===== config.mk =====
export PLATFORM = sky130hd
export DESIGN_NAME = link_rx
export DESIGN_NICKNAME = d
export VERILOG_FILES = /design/src/rtl/link_pkg.sv /design/src/rtl/link_rx_sync_filter.sv /design/src/rtl/link_rx.sv
export SDC_FILE = /design/constraint.sdc
export NUM_CORES = 1
export LEC_CHECK = 0
export ABC_AREA = 1
export BUFFER_PORTS_ARGS = -buffer_cell sky130_fd_sc_hd__buf_2
export CAP_MARGIN = 20
export CORE_UTILIZATION = 60
export DETAILED_ROUTE_END_ITERATION = 8
export PLACE_DENSITY = 0.78
export RECOVER_POWER = 25
export SYNTH_ARGS = -nofsm -noshare
export SYNTH_HDL_FRONTEND = slang
export SYNTH_HIERARCHICAL = 1
export SYNTH_SLANG_ARGS = --single-unit

===== constraint.sdc =====
create_clock -name clk -period 3.4 [get_ports clk]
set_input_delay 0.17 -clock clk [delete_from_list [all_inputs] [get_ports clk]]
set_output_delay 0.17 -clock clk [all_outputs]
set_load 0.02 [all_outputs]

===== src/rtl/link_pkg.sv =====
// Shared definitions for the peer-board link receiver.
// Provides:
//   link_state_t        - receiver FSM states
//   RES_* codes         - meaning of the 2-bit peer result bus
//   *_DEFAULT constants - default filter length and timeout
//   is_capture_code()   - true for result codes that get latched
package link_pkg;

  typedef enum logic [1:0] {
    IDLE       = 2'd0,
    PEER_READY = 2'd1,
    GOT        = 2'd2,
    ERROR      = 2'd3
  } link_state_t;

  localparam logic [1:0] RES_NONE    = 2'b00;
  localparam logic [1:0] RES_OK      = 2'b01;
  localparam logic [1:0] RES_WRONG   = 2'b10;
  localparam logic [1:0] RES_ILLEGAL = 2'b11;

  localparam int STABLE_CYC_DEFAULT  = 16;
  localparam int TIMEOUT_CYC_DEFAULT = 50_000_000;

  // Only "correct" and "wrong" are real answers from the peer.
  function automatic logic is_capture_code(input logic [1:0] code);
    return (code == RES_OK) || (code == RES_WRONG);
  endfunction

endpackage


===== src/rtl/link_rx_sync_filter.sv =====
// Two-flop synchronizer followed by a stability filter for a WIDTH-bit
// asynchronous word. The filtered output only takes a new value after the
// synchronized word has held that value for STABLE_CYC consecutive cycles,
// which is STABLE_CYC+2 cycles after the raw change. Any change of the
// synchronized word before then restarts the count.
// Ports:
//   clk      - system clock, rising edge
//   rst      - synchronous active-high reset
//   raw      - asynchronous input word
//   filtered - synchronized, debounced word
module sync_filter #(
  parameter int WIDTH      = 1,
  parameter int STABLE_CYC = 16
) (
  input  logic             clk,
  input  logic             rst,
  input  logic [WIDTH-1:0] raw,
  output logic [WIDTH-1:0] filtered
);

  localparam int CW = (STABLE_CYC > 1) ? $clog2(STABLE_CYC) : 1;
  localparam logic [CW-1:0] CNT_LAST = CW'(STABLE_CYC - 1);

  logic [WIDTH-1:0] meta;
  logic [WIDTH-1:0] sync;
  logic [WIDTH-1:0] sync_q;
  logic [CW-1:0]    cnt;
  logic [CW-1:0]    cnt_base;

  // A fresh change of the synchronized word counts as the first stable
  // cycle, so the count restarts from zero rather than continuing.
  always_comb begin
    cnt_base = (sync != sync_q) ? {CW{1'b0}} : cnt;
  end

  always_ff @(posedge clk) begin
    if (rst) begin
      meta     <= '0;
      sync     <= '0;
      sync_q   <= '0;
      cnt      <= '0;
      filtered <= '0;
    end else begin
      meta   <= raw;
      sync   <= meta;
      sync_q <= sync;
      if (sync == filtered) begin
        cnt <= '0;
      end else if (cnt_base == CNT_LAST) begin
        filtered <= sync;
        cnt      <= '0;
      end else begin
        cnt <= cnt_base + CW'(1);
      end
    end
  end

endmodule


===== src/rtl/link_rx.sv =====
// Receiver for the GPIO handshake with a peer board. The peer raises a
// ready line, then drives a 2-bit result code. Both inputs are
// synchronized and debounced, then a small FSM captures the result,
// flags illegal codes and times out if the peer never answers.
// Ports:
//   clk          - system clock, rising edge
//   rst          - synchronous active-high reset
//   ready_in     - raw peer ready line (asynchronous)
//   result_in    - raw peer result bus (asynchronous)
//   clr          - one-cycle pulse clearing a sticky error
//   ready_2p     - filtered peer ready level
//   ready_rise   - one-cycle pulse when the peer becomes ready
//   result       - last captured result, held
//   result_valid - one-cycle pulse when result is updated
//   link_err     - sticky, illegal result code received
//   timeout      - sticky, peer gave no result in time
module link_rx
  import link_pkg::*;
#(
  parameter int STABLE_CYC  = STABLE_CYC_DEFAULT,
  parameter int TIMEOUT_CYC = TIMEOUT_CYC_DEFAULT
) (
  input  logic       clk,
  input  logic       rst,
  input  logic       ready_in,
  input  logic [1:0] result_in,
  input  logic       clr,
  output logic       ready_2p,
  output logic       ready_rise,
  output logic [1:0] result,
  output logic       result_valid,
  output logic       link_err,
  output logic       timeout
);

  localparam int TW = (TIMEOUT_CYC > 2) ? $clog2(TIMEOUT_CYC) : 1;
  localparam logic [TW-1:0] TMAX = TW'(TIMEOUT_CYC - 1);

  link_state_t state;
  link_state_t state_next;

  logic          ready_f;
  logic          ready_f_q;
  logic [1:0]    result_f;
  logic [TW-1:0] tcnt;

  logic          rise_next;
  logic          valid_next;
  logic [1:0]    result_next;
  logic          link_err_next;
  logic          timeout_next;

  sync_filter #(
    .WIDTH     (1),
    .STABLE_CYC(STABLE_CYC)
  ) u_ready_filter (
    .clk     (clk),
    .rst     (rst),
    .raw     (ready_in),
    .filtered(ready_f)
  );

  // The result bus is filtered as one word so a skewed two-bit transition
  // can never be seen as an intermediate code.
  sync_filter #(
    .WIDTH     (2),
    .STABLE_CYC(STABLE_CYC)
  ) u_result_filter (
    .clk     (clk),
    .rst     (rst),
    .raw     (result_in),
    .filtered(result_f)
  );

  // Next-state and next-output logic. A valid result is checked before a
  // falling ready so a result arriving together with the ready drop is
  // still captured.
  always_comb begin
    state_next    = state;
    rise_next     = 1'b0;
    valid_next    = 1'b0;
    result_next   = result;
    link_err_next = link_err;
    timeout_next  = timeout;
    case (state)
      IDLE: begin
        if (ready_f && !ready_f_q) begin
          state_next = PEER_READY;
          rise_next  = 1'b1;
        end
      end
      PEER_READY: begin
        if (is_capture_code(result_f)) begin
          state_next  = GOT;
          result_next = result_f;
          valid_next  = 1'b1;
        end else if (result_f == RES_ILLEGAL) begin
          state_next    = ERROR;
          link_err_next = 1'b1;
        end else if (!ready_f && (result_f == RES_NONE)) begin
          state_next = IDLE;
        end else if (tcnt == TMAX) begin
          state_next   = ERROR;
          timeout_next = 1'b1;
        end
      end
      GOT: begin
        if (result_f == RES_NONE) begin
          state_next = ready_f ? PEER_READY : IDLE;
        end
      end
      ERROR: begin
        if (clr) begin
          state_next    = IDLE;
          link_err_next = 1'b0;
          timeout_next  = 1'b0;
        end
      end
      default: begin
        state_next = IDLE;
      end
    endcase
  end

  // State, registered outputs and the timeout counter. The counter only
  // runs while staying in PEER_READY, so every entry starts from zero, and
  // it sticks at its last value instead of wrapping.
  always_ff @(posedge clk) begin
    if (rst) begin
      state        <= IDLE;
      ready_f_q    <= 1'b0;
      tcnt         <= '0;
      ready_2p     <= 1'b0;
      ready_rise   <= 1'b0;
      result       <= RES_NONE;
      result_valid <= 1'b0;
      link_err     <= 1'b0;
      timeout      <= 1'b0;
    end else begin
      state        <= state_next;
      ready_f_q    <= ready_f;
      ready_2p     <= ready_f;
      ready_rise   <= rise_next;
      result       <= result_next;
      result_valid <= valid_next;
      link_err     <= link_err_next;
      timeout      <= timeout_next;
      if ((state == PEER_READY) && (state_next == PEER_READY)) begin
        tcnt <= (tcnt == TMAX) ? tcnt : tcnt + TW'(1);
      end else begin
        tcnt <= '0;
      end
    end
  end

endmodule


==> results.md, run 1 <==
- Area leader, netlist: dfxtp_1
- Actual slew at the worst max-slew pin: 0.8024 ns
- GRT overflow: 0
- Data arrival time of the critical path: 2.24 ns
- Tightest Hold Check Type: input port to flip-flop
- Syn nets: 398
- Die W: 72.54 microns
- Clk_lat worst skew: 0.32 ns
- Antenna Violating Nets Remaining: 0
- Antenna violations before repair: 0
- First-pass GRT wire length: 8783 microns
- Worst-path fanout max: 26
- TNS Setup: 0 ns
- CTS clk-pin slew, worst paths: 0.11 ns
- Synth top area cells: dfxtp_1 37%, nor2_4 8.7%, inv_1 8.0%, nand2_1 8.0%, nor2_1 7.2%
- Busiest metal layer after global routing: met2
- Tmin final: 1.993 ns
- PortBufs: 12
- Unique masters post-synth: 32
- Slew margin rel.: 46.50%
- Rows: 25
- Worst slack, placed: 1.496 ns
- 1st-iter DRT viols: 136
- Sinks on Clock Net: 55
- Status: completed
- Critical path startpoint category: flip-flop
- Cell Pwr Density: 333.5 mW/mm^2
- CTS Buf Count: 5
- Post-CTS Hold Fix Bufs: 0
- Root buf cell: clkbuf_8
- Worst vdd ir: 0.2931 mV
- Post-synthesis cell count: 387
- Initial Util: 62.79%
- Setup crit end kind: flip-flop
- Leakage power: 1.199 nW
- Dpl hpwl: 3779 microns
- Synthesis warning total: 6
- H-tree depth: 2
- DRC violations left: 0
- DR vias/cell: 4.943
- Post_cts resized: 0
- Ys async rst share: 0%
- ANT cells: 0
- Sequential share of the synthesized area: 36.88%
- GRT Total Usage: 21.29%
- Clock Path Buffers: 2
- Met3 Use GR: 4.722%
- Vert. Die Dim: 72.54 microns
- Crit Path Category: flip-flop to flip-flop
- Syn_area_per_cell: 7.714 sq um
- RSZ-0062 raised after global routing: no
- Core footprint: 0.004755 sq mm
- Fin nets: 414
- Most frequent cells in the layout: 64 x inv_1, 64 x nand2_1, 57 x nor2_1
- # Max-Cap Violations: 0
- Req. time, crit path: 3.64 ns
- Largest net degree at the start of global routing: 27
- GP Congestion: 0.8708
- Mapped Area: 0.002985 sq mm
- Number of flops mapped to enable cells by yosys: 0
- CTS tree: built
- Detailed-route via count: 2,328
- WL/cell: 10.98 microns
- Synth top area share: 36.88%
- Ys flop type: dfxtp_1
- GR Layer Usage met2: 36.76%
- FMAX: 501.9 MHz
- Total count of max-transition violations in the final report: 0
- Final hold vios: 0
- Top-level I/O count: 13
- Worst Clk Skew: 0.01333 ns
- Synth-to-Final Area Change: 6.287%
- PnR worst setup slack: 1.408 ns
- M1 GR Usage: 26.12%
- Vias in the first global route: 2,133
- Drt first pass iters: 4
- Share of post-route cells with drive strength above 1: 16.58%
- Final WL: 5171 microns
- Setup bufs post-CTS: 0
- Die area: 0.005261 sq mm
- Yosys reg bits: 55
- Final setup fails: 0
- Tcrit/Tclk final: 58.60%
==> report_power, final <==
group	total [mW]	switching, mW	internal (mW)	leakage, nW
registers	0.653	0.00335	0.649	0.445
logic	0.0280	0.0176	0.0105	0.709
clock network	0.378	0.227	0.151	0.0452
==> cell usage after synthesis, types with 2 or more instances <==
| master | n |
|---|---|
| nor2_4 | 23 |
| nand2_2 | 6 |
| nand3_1 | 20 |
| nor3_2 | 2 |
| dfxtp_1 | 55 |
| ha_1 | 5 |
| xor2_1 | 14 |
| xnor2_1 | 11 |
| nor4_1 | 2 |
| inv_2 | 3 |
| nand2_1 | 64 |
| a21oi_1 | 9 |
| nand2_4 | 2 |
| nand3_2 | 4 |
| nor3b_1 | 2 |
| nand4_1 | 14 |
| nor2_1 | 57 |
| o21ai_0 | 2 |
| inv_1 | 64 |
| buf_12 | 2 |
| nor3_1 | 11 |
| nor2_2 | 5 |
==> sequential cells by signal, summed over array words and instances (netlist names), 2 cells and up <==
register                  count
u_result_filter/cnt           4
result                        2
u_result_filter/sync          2
tcnt                         26
state                         2
u_ready_filter/cnt            4
u_result_filter/sync_q        2
u_result_filter/meta          2
u_result_filter/filtered      2
==> kinds of logic after synthesis <==
group           count (synthesis)  synth area share, %
compound gates                 14                2.641
fa+ha+maj                       5                2.096
simple gates                  217                40.61
flops                          55                36.88
buf+inv                        70                9.891
xor+xnor                       26                7.879
==> worst max-delay path, stage by stage, from the launching register on <==
cell	delay, ns
dfxtp_1	0.43
inv_1	0.07
ha_1	0.36
nor3_1	0.26
nand2_1	0.08
nand2_1	0.09
nand2_2	0.06
nor2_4	0.14
nand2_8	0.25
nor2_1	0.18
==> worst paths after layout <==
check,slack [ns],to,start,cells past startpoint
worst min register to register,0.41,u_result_filter/sync[0]$_SDFF_PP0_,u_result_filter/meta[0]$_SDFF_PP0_,2
worst max-delay path,1.41,tcnt[17]$_SDFFE_PP0N_,u_result_filter/filtered[0]$_SDFFE_PP0P_,9
worst min-delay path,0.05,u_result_filter/meta[0]$_SDFF_PP0_,result_in[0],3
worst max register to register,1.41,tcnt[17]$_SDFFE_PP0N_,u_result_filter/filtered[0]$_SDFFE_PP0P_,9
==> routing by layer <==
metal / share of wire (%) / routed length, microns
met3: 3.4 / 177
met1: 47 / 2411
met2: 48 / 2507
met4: 1.5 / 75
met5: 0 / 0
==> area by class of cell <==
cell class / instances / area, sq um
inverters: 67 / 251.5
clock buffers: 5 / 68.82
clock inverters: 3 / 25.02
fillers: 443 / 1582
repair buffers: 12 / 53.80
well taps: 67 / 83.83
multi-input cells: 262 / 1589
flip-flops and latches: 55 / 1101
==> per-stage QoR <==
stage          cells  instance area [sq um]  power (mW)  hold slack [ns]  utilization [%]
2_1_floorplan    387                   2985      0.6875           0.2412                -
5_1_grt          471                   3173       1.097          0.02832            66.74
4_1_cts          471                   3179       1.073          0.03213            66.87
6_report         471                   3173       1.058          0.04741            66.74
3_3_place_gp     463                   3085      0.6954           0.3723            64.89
3_5_place_dp     463                   3085      0.6959           0.3788            64.89
No activity file was read; power rests on OpenSTA's default activity.
==> inputs of run 2 (changes only) <==
- CORE_UTILIZATION: 60 -> 55
- PLACE_DENSITY: 0.78 -> 0.75
- clock period: 3.4 -> 1.8 ns (I/O delays scaled with it)
==> run 2 against run 1 <==
Routed wire length grew 17%. Utilization up 0.63 points. Register-to-register slack worse by 1.4 ns. Total power rose by 100%. Clock power increased by 120%. Maximum frequency grew 12%. Count of clock-buffer cells in the layout did not move. Critical path type unchanged. Highest routed layer unchanged.
==> results.md, run 2 (same netlist as run 1, synthesis figures left out) <==
- Cell count of the worst reg-to-reg path: 8 (-1)
- FMAX: 563.5 MHz (+12%)
- Hold endpoint: timeout$_SDFFE_PP0P_
- Core footprint: 0.005172 sq mm (+8.8%)
- CTS clk-pin slew, worst paths: 0.10 ns (about the same)
- Clk_lat worst skew: 0.31 ns (about the same)
- Final WL: 6067 microns (+17%)
- Top reg by flops: tcnt
- DR vias/cell: 4.936 (-0.14%)
- Critical path's top delay family: simple AND/OR/NAND/NOR gates
- Data arrival time of the critical path: 2.03 ns (-0.21 ns)
- Leakage power: 1.355 nW (+13%)
- Sw Pwr: 462.1 uW (+86%)
- Sw Ratio: 21.64% (-1.8 points)
- Sequential power share: 57.7% (-4.0 points)
- P_int: 1.673 mW (+110%)
- First-pass GRT wire length: 8921 microns (+1.6%)
- Rows: 26 (+4.0%)
- Placed Area: 0.003209 sq mm (+4.0%)
- Total count of max-transition violations in the final report: 0 (unchanged)
- R2R Setup Slk: 0.03 ns (-1.38 ns)
- 1st-iter DRT viols: 142 (+4.4%)
- Tightest Hold Check Type: input port to flip-flop
- Synth-to-Final Area Change: 16.72%
- Clock Path Buffers: 2 (unchanged)
- Final setup fails: 0 (unchanged)
- Reg2reg start: tcnt[0]$_SDFFE_PP0N_
- Root buf cell: clkbuf_8
- Worst path bufs/invs: 2 (+1)
- Most frequent cells in the layout: 65 x inv_1, 63 x nand2_1, 54 x nor2_1, 54 x dfxtp_1, 24 x nor2_4
- GP Congestion: 0.9108 (+4.6%)
- PortBufs: 12 (unchanged)
- Setup crit end kind: flip-flop
- Regs by FF count: tcnt x26, u_ready_filter/cnt x4, u_result_filter/cnt x4
- Slowest-stage cell, CP: dfxtp_1
- H-tree depth: 2 (unchanged)
- Top-level I/O count: 13 (unchanged)
- GRT overflow: 0 (unchanged)
- Worst vdd ir: 0.5643 mV (+93%)
- Worst hold path depth: 4 (+1)
- Fin nets: 438 (+5.8%)
- CTS Buf Count: 5 (unchanged)
- Share of post-route cells with drive strength above 1: 21.96% (+5.4 points)
- Sinks on Clock Net: 55 (unchanged)
- Die area: 0.005727 sq mm (+8.8%)
- Slew margin rel.: 75.89% (+29 points)
- Worst-path fanout max: 4 (-85%)
- Comb pwr share: 3.0% (+0.4 points)
- Cell Pwr Density: 612.8 mW/mm^2 (+84%)
- Detailed-route via count: 2,458 (+5.6%)
- Status: completed
- WL/cell: 12.18 microns (+11%)
- Critical path startpoint category: flip-flop
- Initial Util: 57.72% (-5.1 points)
- Worst R2R End: tcnt[22]$_SDFFE_PP0N_
- Tmin final: 1.775 ns (-0.2178 ns)
- Drt first pass iters: 4 (unchanged)
- Fillers: 407 (-8.1%)
- Clock share of power: 39.3% (+3.6 points)
- Worst path cell trace: ha_1 -> nand3_1 -> buf_4 -> nor2_1 -> nand4_1 -> xnor2_1 -> inv_1 -> nor2_4
- Hold_sp: rst
- Antenna Violating Nets Remaining: 0 (unchanged)
- Tcrit/Tclk final: 98.59% (+40 points)
- Vias in the first global route: 2,165 (+1.5%)
- GRT Total Usage: 20.51% (-0.78 points)
- Worst Clk Skew: 0.005619 ns (-0.007709 ns)
- CTS tree: built
- Largest stage delay, worst path: 0.36 ns (-0.07 ns)
- Largest net degree at the start of global routing: 27 (unchanged)
- # Max-Cap Violations: 0 (unchanged)
- Max reg flops: 26 (unchanged)
- Final hold vios: 0 (unchanged)
- Crit Path Category: flip-flop to flip-flop
- Dpl hpwl: 4100 microns (+8.5%)
- Die W: 75.68 microns (+4.3%)
- DRC violations left: 0 (unchanged)
- Req. time, crit path: 2.06 ns (-1.58 ns)
- Commonest non-fill, non-tap cell in the layout: inv_1
- Actual slew at the worst max-slew pin: 0.3584 ns (-0.4441 ns)
- Post-route design area: 0.003485 sq mm (+9.8%)
- Antenna violations before repair: 0 (unchanged)
- ANT cells: 0 (unchanged)
- Vert. Die Dim: 75.68 microns (+4.3%)
- TNS Setup: 0 ns (unchanged)
==> run 2: worst reg2reg max path, stage by stage (launching register included) <==
cell     delay [ns]
dfxtp_1        0.36
ha_1           0.19
nand3_1        0.17
buf_4          0.20
nor2_1         0.23
nand4_1        0.18
xnor2_1        0.21
inv_1          0.10
nor2_4         0.10
==> run 2: area by class of cell <==
class	instances	area (sq um)	share of cell area (%)
timing repair buffer	33	231.5	6.643
inverter	67	251.5	7.217
multi-input combinational	265	1697	48.69
clock buffer	5	68.82	1.975
sequential	55	1102	31.63
clock inverter	3	46.29	1.329
tap	70	87.58	2.513
==> run 2: metrics by stage <==
step	std cells	setup slack (ns)	hold slack (ns)	power [mW]	utilization, %
2_1_floorplan	387	0.1524	0.1612	1.299	-
3_3_place_gp	482	0.09405	0.2891	1.317	62.05
3_5_place_dp	482	0.03168	0.2982	1.318	62.05
4_1_cts	493	0.007531	0.08558	2.160	64.90
5_1_grt	498	-0.07579	0.1101	2.214	67.37
6_report	498	0.02532	0.08888	2.135	67.37
==> run 2: power by group through the flow <==
stage / combinational (mW) / clock (mW) / sequential [mW]
2_1_floorplan: 0.0393 / 0 / 1.26
3_3_place_gp: 0.0567 / 0 / 1.26
3_5_place_dp: 0.0576 / 0 / 1.26
4_1_cts: 0.0630 / 0.865 / 1.23
5_1_grt: 0.0705 / 0.910 / 1.23
6_report: 0.0632 / 0.840 / 1.23
==> run 2: how the worst max path moves through the flow <==
stage	start	end	slack [ns]	depth (start not counted)
finish	tcnt[0]$_SDFFE_PP0N_	tcnt[22]$_SDFFE_PP0N_	0.03	8
detailed placement	u_result_filter/filtered[0]$_SDFFE_PP0P_	tcnt[14]$_SDFFE_PP0N_	0.03	9
global placement	u_result_filter/filtered[0]$_SDFFE_PP0P_	tcnt[14]$_SDFFE_PP0N_	0.09	9
CTS	u_result_filter/filtered[0]$_SDFFE_PP0P_	tcnt[18]$_SDFFE_PP0N_	0.008	9
floorplan	u_result_filter/filtered[0]$_SDFFE_PP0P_	tcnt[0]$_SDFFE_PP0N_	0.15	10
global route	tcnt[0]$_SDFFE_PP0N_	tcnt[22]$_SDFFE_PP0N_	-0.08	8
==> run 2: routing by layer <==
| metal | part of all wire (%) | GRT usage [%] | vias up |
|---|---|---|---|
| li1 | - | - | 1283 |
| met1 | 42 | 23.51 | 1122 |
| met2 | 53 | 37.80 | 44 |
| met3 | 3.8 | 4.497 | 9 |
| met4 | 1.2 | 6.584 | 0 |
| met5 | 0 | 0 | - |
==> run 2: what timing repair did <==
action | 4_1_cts | 5_1_grt
setup endpoints to repair | 1 | 30
buffers inserted | 0 | 2
pin swaps | 0 | 4
gates cloned | 0 | 3
hold buffers | 3 | 0
resized for setup | 1 | 12
hold endpoints to repair | 3 | 0
